==> src/rtl/game_ctrl.sv <==
// Game-state controller: button conditioning, per-frame collision/score, IDLE/PLAY/DEAD sequencing.
// Latency: button -> o_flap/state change 3 edges after i_btn is first sampled; collision/score on the frame-strobe edge.
// Backpressure: none; i_frame_stb and i_btn are sampled every cycle, and presses during lockout are dropped.
//
// Ports:
//   i_clk, i_rst_n        clock, asynchronous active-low reset
//   i_frame_stb           one-cycle strobe per frame
//   i_btn                 raw asynchronous button level
//   i_bx1..i_by2          bird box (left, right, top, bottom)
//   i_px1, i_px2          current pipe left/right edge
//   i_gy1, i_gy2          pipe gap top/bottom edge
//   o_flap                one-cycle flap pulse to bird
//   o_bird_rst            hold-reset to bird (high in IDLE)
//   o_animate             bird animate enable (high in PLAY)
//   o_state               00 IDLE, 01 PLAY, 10 DEAD
//   o_score               two-digit BCD score
module game_ctrl #(
    parameter int FLOOR_Y        = 450,
    parameter int DEAD_FRAMES    = 60,
    parameter int LOCKOUT_FRAMES = 4
) (
    input  logic        i_clk,
    input  logic        i_rst_n,
    input  logic        i_frame_stb,
    input  logic        i_btn,
    input  logic [11:0] i_bx1,
    input  logic [11:0] i_bx2,
    input  logic [11:0] i_by1,
    input  logic [11:0] i_by2,
    input  logic [11:0] i_px1,
    input  logic [11:0] i_px2,
    input  logic [11:0] i_gy1,
    input  logic [11:0] i_gy2,
    output logic        o_flap,
    output logic        o_bird_rst,
    output logic        o_animate,
    output logic [1:0]  o_state,
    output logic [7:0]  o_score
);

    localparam int LW = $clog2(LOCKOUT_FRAMES + 1);
    localparam int DW = $clog2(DEAD_FRAMES + 1);
    localparam logic [11:0] FLOOR = 12'(FLOOR_Y);

    typedef enum logic [1:0] {
        S_IDLE = 2'b00,
        S_PLAY = 2'b01,
        S_DEAD = 2'b10
    } state_t;

    state_t          state, state_nxt;
    logic            btn_s1, btn_s2, btn_prev;
    logic [LW-1:0]   lock_cnt, lock_nxt;
    logic [DW-1:0]   dead_cnt, dead_nxt;
    logic [7:0]      score, score_nxt;
    logic            passed, passed_nxt;
    logic            flap_nxt;

    logic btn_edge, accept, hit, pipe_behind;

    assign btn_edge    = btn_s2 & ~btn_prev;
    assign accept      = btn_edge & (lock_cnt == '0);
    assign pipe_behind = i_px2 < i_bx1;
    assign hit         = i_frame_stb &
                         ((i_by2 >= FLOOR) |
                          ((i_bx2 > i_px1) & (i_bx1 < i_px2) &
                           ((i_by1 < i_gy1) | (i_by2 > i_gy2))));

    // Saturating two-digit BCD increment.
    function automatic logic [7:0] bcd_inc(input logic [7:0] v);
        if (v == 8'h99)
            return v;
        else if (v[3:0] == 4'd9)
            return {v[7:4] + 4'd1, 4'd0};
        else
            return {v[7:4], v[3:0] + 4'd1};
    endfunction

    always_comb begin
        state_nxt  = state;
        score_nxt  = score;
        passed_nxt = passed;
        dead_nxt   = dead_cnt;
        flap_nxt   = 1'b0;
        lock_nxt   = lock_cnt;

        // Lockout runs in every state so a press that ends DEAD also
        // guards against bounce into the following IDLE press.
        if (accept)
            lock_nxt = LW'(LOCKOUT_FRAMES);
        else if (i_frame_stb && lock_cnt != '0)
            lock_nxt = lock_cnt - LW'(1);

        // Pipe has wrapped back in front of the bird: arm scoring again.
        if (i_frame_stb && !pipe_behind)
            passed_nxt = 1'b0;

        case (state)
            S_IDLE: begin
                if (accept) begin
                    state_nxt  = S_PLAY;
                    score_nxt  = 8'h00;
                    passed_nxt = 1'b0;
                    flap_nxt   = 1'b1;
                end
            end
            S_PLAY: begin
                if (hit) begin
                    // Death wins over both a flap and a score in the same cycle.
                    state_nxt = S_DEAD;
                    dead_nxt  = DW'(DEAD_FRAMES);
                end else begin
                    flap_nxt = accept;
                    if (i_frame_stb && pipe_behind && !passed) begin
                        score_nxt  = bcd_inc(score);
                        passed_nxt = 1'b1;
                    end
                end
            end
            S_DEAD: begin
                if (i_frame_stb && dead_cnt != '0)
                    dead_nxt = dead_cnt - DW'(1);
                // Uses the registered count, so a press in the cycle the
                // counter reaches zero is not honoured.
                if (accept && dead_cnt == '0)
                    state_nxt = S_IDLE;
            end
            default: state_nxt = S_IDLE;
        endcase
    end

    always_ff @(posedge i_clk or negedge i_rst_n) begin
        if (!i_rst_n) begin
            state      <= S_IDLE;
            btn_s1     <= 1'b0;
            btn_s2     <= 1'b0;
            btn_prev   <= 1'b0;
            lock_cnt   <= '0;
            dead_cnt   <= '0;
            score      <= 8'h00;
            passed     <= 1'b0;
            o_flap     <= 1'b0;
            o_bird_rst <= 1'b1;
            o_animate  <= 1'b0;
        end else begin
            state      <= state_nxt;
            btn_s1     <= i_btn;
            btn_s2     <= btn_s1;
            btn_prev   <= btn_s2;
            lock_cnt   <= lock_nxt;
            dead_cnt   <= dead_nxt;
            score      <= score_nxt;
            passed     <= passed_nxt;
            o_flap     <= flap_nxt;
            o_bird_rst <= (state_nxt == S_IDLE);
            o_animate  <= (state_nxt == S_PLAY);
        end
    end

    assign o_state = state;
    assign o_score = score;

endmodule

==> config.mk <==
export PLATFORM = sky130hd
export DESIGN_NAME = game_ctrl
export DESIGN_NICKNAME = d
export VERILOG_FILES = /design/src/rtl/game_ctrl.sv
export SDC_FILE = /design/constraint.sdc
export NUM_CORES = 1
export LEC_CHECK = 0
export CELL_PAD_IN_SITES_DETAIL_PLACEMENT = 2
export CELL_PAD_IN_SITES_GLOBAL_PLACEMENT = 2
export CORE_UTILIZATION = 24
export DETAILED_ROUTE_END_ITERATION = 12
export GPL_TIMING_DRIVEN = 1
export PLACE_DENSITY = 0.82
export SYNTH_ARGS = -nofsm -noshare
export SYNTH_HDL_FRONTEND = slang
export SYNTH_SLANG_ARGS = --single-unit
==> constraint.sdc <==
create_clock -name i_clk -period 2.8 [get_ports i_clk]
set_input_delay 0.56 -clock i_clk [delete_from_list [all_inputs] [get_ports i_clk]]
set_output_delay 0.56 -clock i_clk [all_outputs]
set_load 0.02 [all_outputs]
==> reports/qor.yml, run 1 <==
status: "complete, no violations"
maxSlewViolCount: 0
post_drt_wl_per_cell_um: 16.7
die_w_um: 106
p_sw_share_pct: 40.8
period_needed_ps: 2690
p_leak_nw: 1.89
place.gp.congestion: 0.793
grt_pass1_wl_um: 15200
root_buffer: "clkbuf_8"
clockBufferDepth: 2
via_per_inst: 4.90
drive_gt1_share_pct: 9.40
die_area_um2: 11200
p_per_area_nw_per_um2: 532
synth.area.top_cells: "ha_1, dfrtp_1, inv_1"
grt_usage_pct: 16.7
clkSinkCount: 26
setup_ws_ps: 109
yosys.area.top_type: "ha_1"
yosysTopAreaCellShare_pct: 26.0
num_rows: 37
cts-buffers-inserted: 3
yosysUniqueCellTypes: 53
ys_seq_area_share_pct: 25.1
multi_input_area_um2: 1790
finalSetupTns_ps: 0
switching_power_uw: 903
fin_skew_ps: 11.9
ioPinCount: 113
yosysMostFrequentCell: "inv_1"
fill_cells: 1166
total_power_mw: 2.21
synth-seq-cells: 26
worst_pin_slew_ps: 581
cp-start-kind: "primary input"
p_comb_share_pct: 52.8
cp_data_arrival_time_ps: 2880
hold_viol_final: 0
cts_hold_buffers: 0
htreeDepth: 1
hp-class: "flip-flop to flip-flop"
syn-num-nets: 460
firstDrtPassIters: 4
tritoncts: "done"
rsz0062_at_grt: "no"
clkPwrFrac_pct: 14.5
port_buffers: 112
grt_max_degree: 27
drc: 0
clock.fmax_mhz: 372
clk-insertion-delay-late_ps: 280
period_share_pct: 96.1
core_region_area_um2: 10400
register_area_um2: 652
slew_headroom_pct: 60.7
dp_hpwl_um: 7930
synthFlopType: "dfrtp_1"
drv_cap: 0
avgSynthCellArea_um2: 8.48
p_int_mw: 1.31
synthArstFlopShare_pct: 100
nNetsFinal: 591
seq_power_share_pct: 32.6
endpoint_kind: "flip-flop"
first_iter_violations: 86
ys_warn_count: 0
synth_edf_count: 0
pre_cts_ws_ps: -409
start_util_pct: 24.9
cp.required_ps: 2990
area_growth_pct: 60.3
diodes: 0
ant_nets: 0
synth_area_um2: 2590
vias: 2802
overflow: 0
grt_pass1_vias: 3223
ys_top_cells_by_count: "inv_1, ha_1, dfrtp_1"
worstPathMaxFanout: 3
finalSetupViolations: 0
crit_type: "primary input to flip-flop"
path_clk_slew_ps: 100
irDropWorstVdd_mv: 0.397
syn_inst: 306
routed_wl_um: 9540
postCtsSetupBuffers: 0
die_h_um: 106
antenna_found_initial: 0
-- cell families (layout without fill, tap and decap cells) --
kind of cell    after synthesis  count (layout)  synth area share [%]
fa+ha+maj                    54              54                  26.0
xor+xnor                      5               5                  1.69
compound gates               80              80                  20.4
flops                        26              26                  25.1
buf+inv                      61             191                  9.35
simple gates                 80              80                  17.4
-- what timing repair did --
item                                   CTS  global route
resized for setup                        2            16
setup endpoints to repair                9            19
endpoints found under the hold margin    0             0
pin swaps                                1             3
-- worst max-delay path, cell delays in order --
cell,delay (ps)
clkdlybuf4s50_1,470
inv_1,40
ha_1,300
nand4_1,100
o41ai_2,380
a221oi_2,120
buf_4,150
o211a_4,270
a21o_1,220
a221oi_1,270
-- registers in the layout (all words and copies together) (netlist names) --
register / count
o_score: 8
dead_cnt: 6
lock_cnt: 3
o_state: 2
btn_prev: 1
btn_s1: 1
btn_s2: 1
o_animate: 1
o_bird_rst: 1
o_flap: 1
passed: 1
-- cell type report --
type | count | area share [%]
Multi-Input combinational cell | 219 | 43.1
Timing Repair Buffer | 131 | 30.4
Sequential cell | 26 | 15.7
Inverter | 56 | 5.05
Tap cell | 136 | 4.09
Clock buffer | 3 | 0.992
Clock inverter | 1 | 0.722
-- worst paths after layout --
check	startpoint	endpoint	slack (ps)	cells after the start
min reg2reg	btn_s1	btn_s2	360	0
max in group asynchronous	i_rst_n	o_bird_rst	1830	2
max	i_gy1[7]	dead_cnt[1]	110	10
max reg2reg	lock_cnt[0]	o_score[4]	420	8
min in group asynchronous	i_rst_n	o_score[4]	650	2
min	btn_s1	btn_s2	360	0
-- placed cells by master, fill, tap and decap left out, types with 3 or more instances in the layout --
cell,instances
clkdlybuf4s50_1,112
inv_1,56
ha_1,54
dfrtp_1,25
a21oi_1,20
nand2_1,19
buf_4,19
o21ai_0,17
nand4_1,11
nor2_1,10
o211ai_1,9
nand3_1,7
a21o_1,5
nor2b_1,5
nor3_1,5
o21a_1,4
nand4b_1,4
xor2_1,3
clkbuf_8,3
-- routing by layer --
| metal | global-route usage [%] | vias to the layer above | wire length (µm) |
|---|---|---|---|
| met5 | 0 | - | 0 |
| met4 | 2.38 | 0 | 42 |
| met3 | 1.78 | 4 | 382 |
| met2 | 33.1 | 80 | 4890 |
| met1 | 19.5 | 1363 | 4230 |
| li1 | - | 1355 | - |
-- power by group through the flow --
stage          Combinational [mW]  Sequential (mW)  Clock [mW]
2_1_floorplan               0.530            0.750           0
3_3_place_gp                 1.07            0.708           0
3_5_place_dp                 1.14            0.725           0
4_1_cts                      1.16            0.723       0.330
5_1_grt                      1.29            0.749       0.346
6_report                     1.17            0.723       0.322
-- per-stage QoR --
stage / hold slack, ps / util, % / instance area (µm²) / instances
CTS: 365 / 39.1 / 4070 / 572
global placement: 341 / 38.4 / 4000 / 568
global route: 374 / 39.9 / 4160 / 572
finish: 359 / 39.9 / 4160 / 572
floorplan: 264 / - / 2590 / 306
detailed placement: 343 / 38.4 / 4000 / 568
No activity file was read; power rests on OpenSTA's default activity.
==> run 2: changes to the inputs <==
--- a/config.mk
+++ b/config.mk
@@ -11,6 +11,7 @@
 export DETAILED_ROUTE_END_ITERATION = 12
 export GPL_TIMING_DRIVEN = 1
 export PLACE_DENSITY = 0.82
+export SLEW_MARGIN = 15
 export SYNTH_ARGS = -nofsm -noshare
 export SYNTH_HDL_FRONTEND = slang
 export SYNTH_SLANG_ARGS = --single-unit
==> results of run 2 <==
No change in the layout: final DEF, timing and power equal those of run 1.
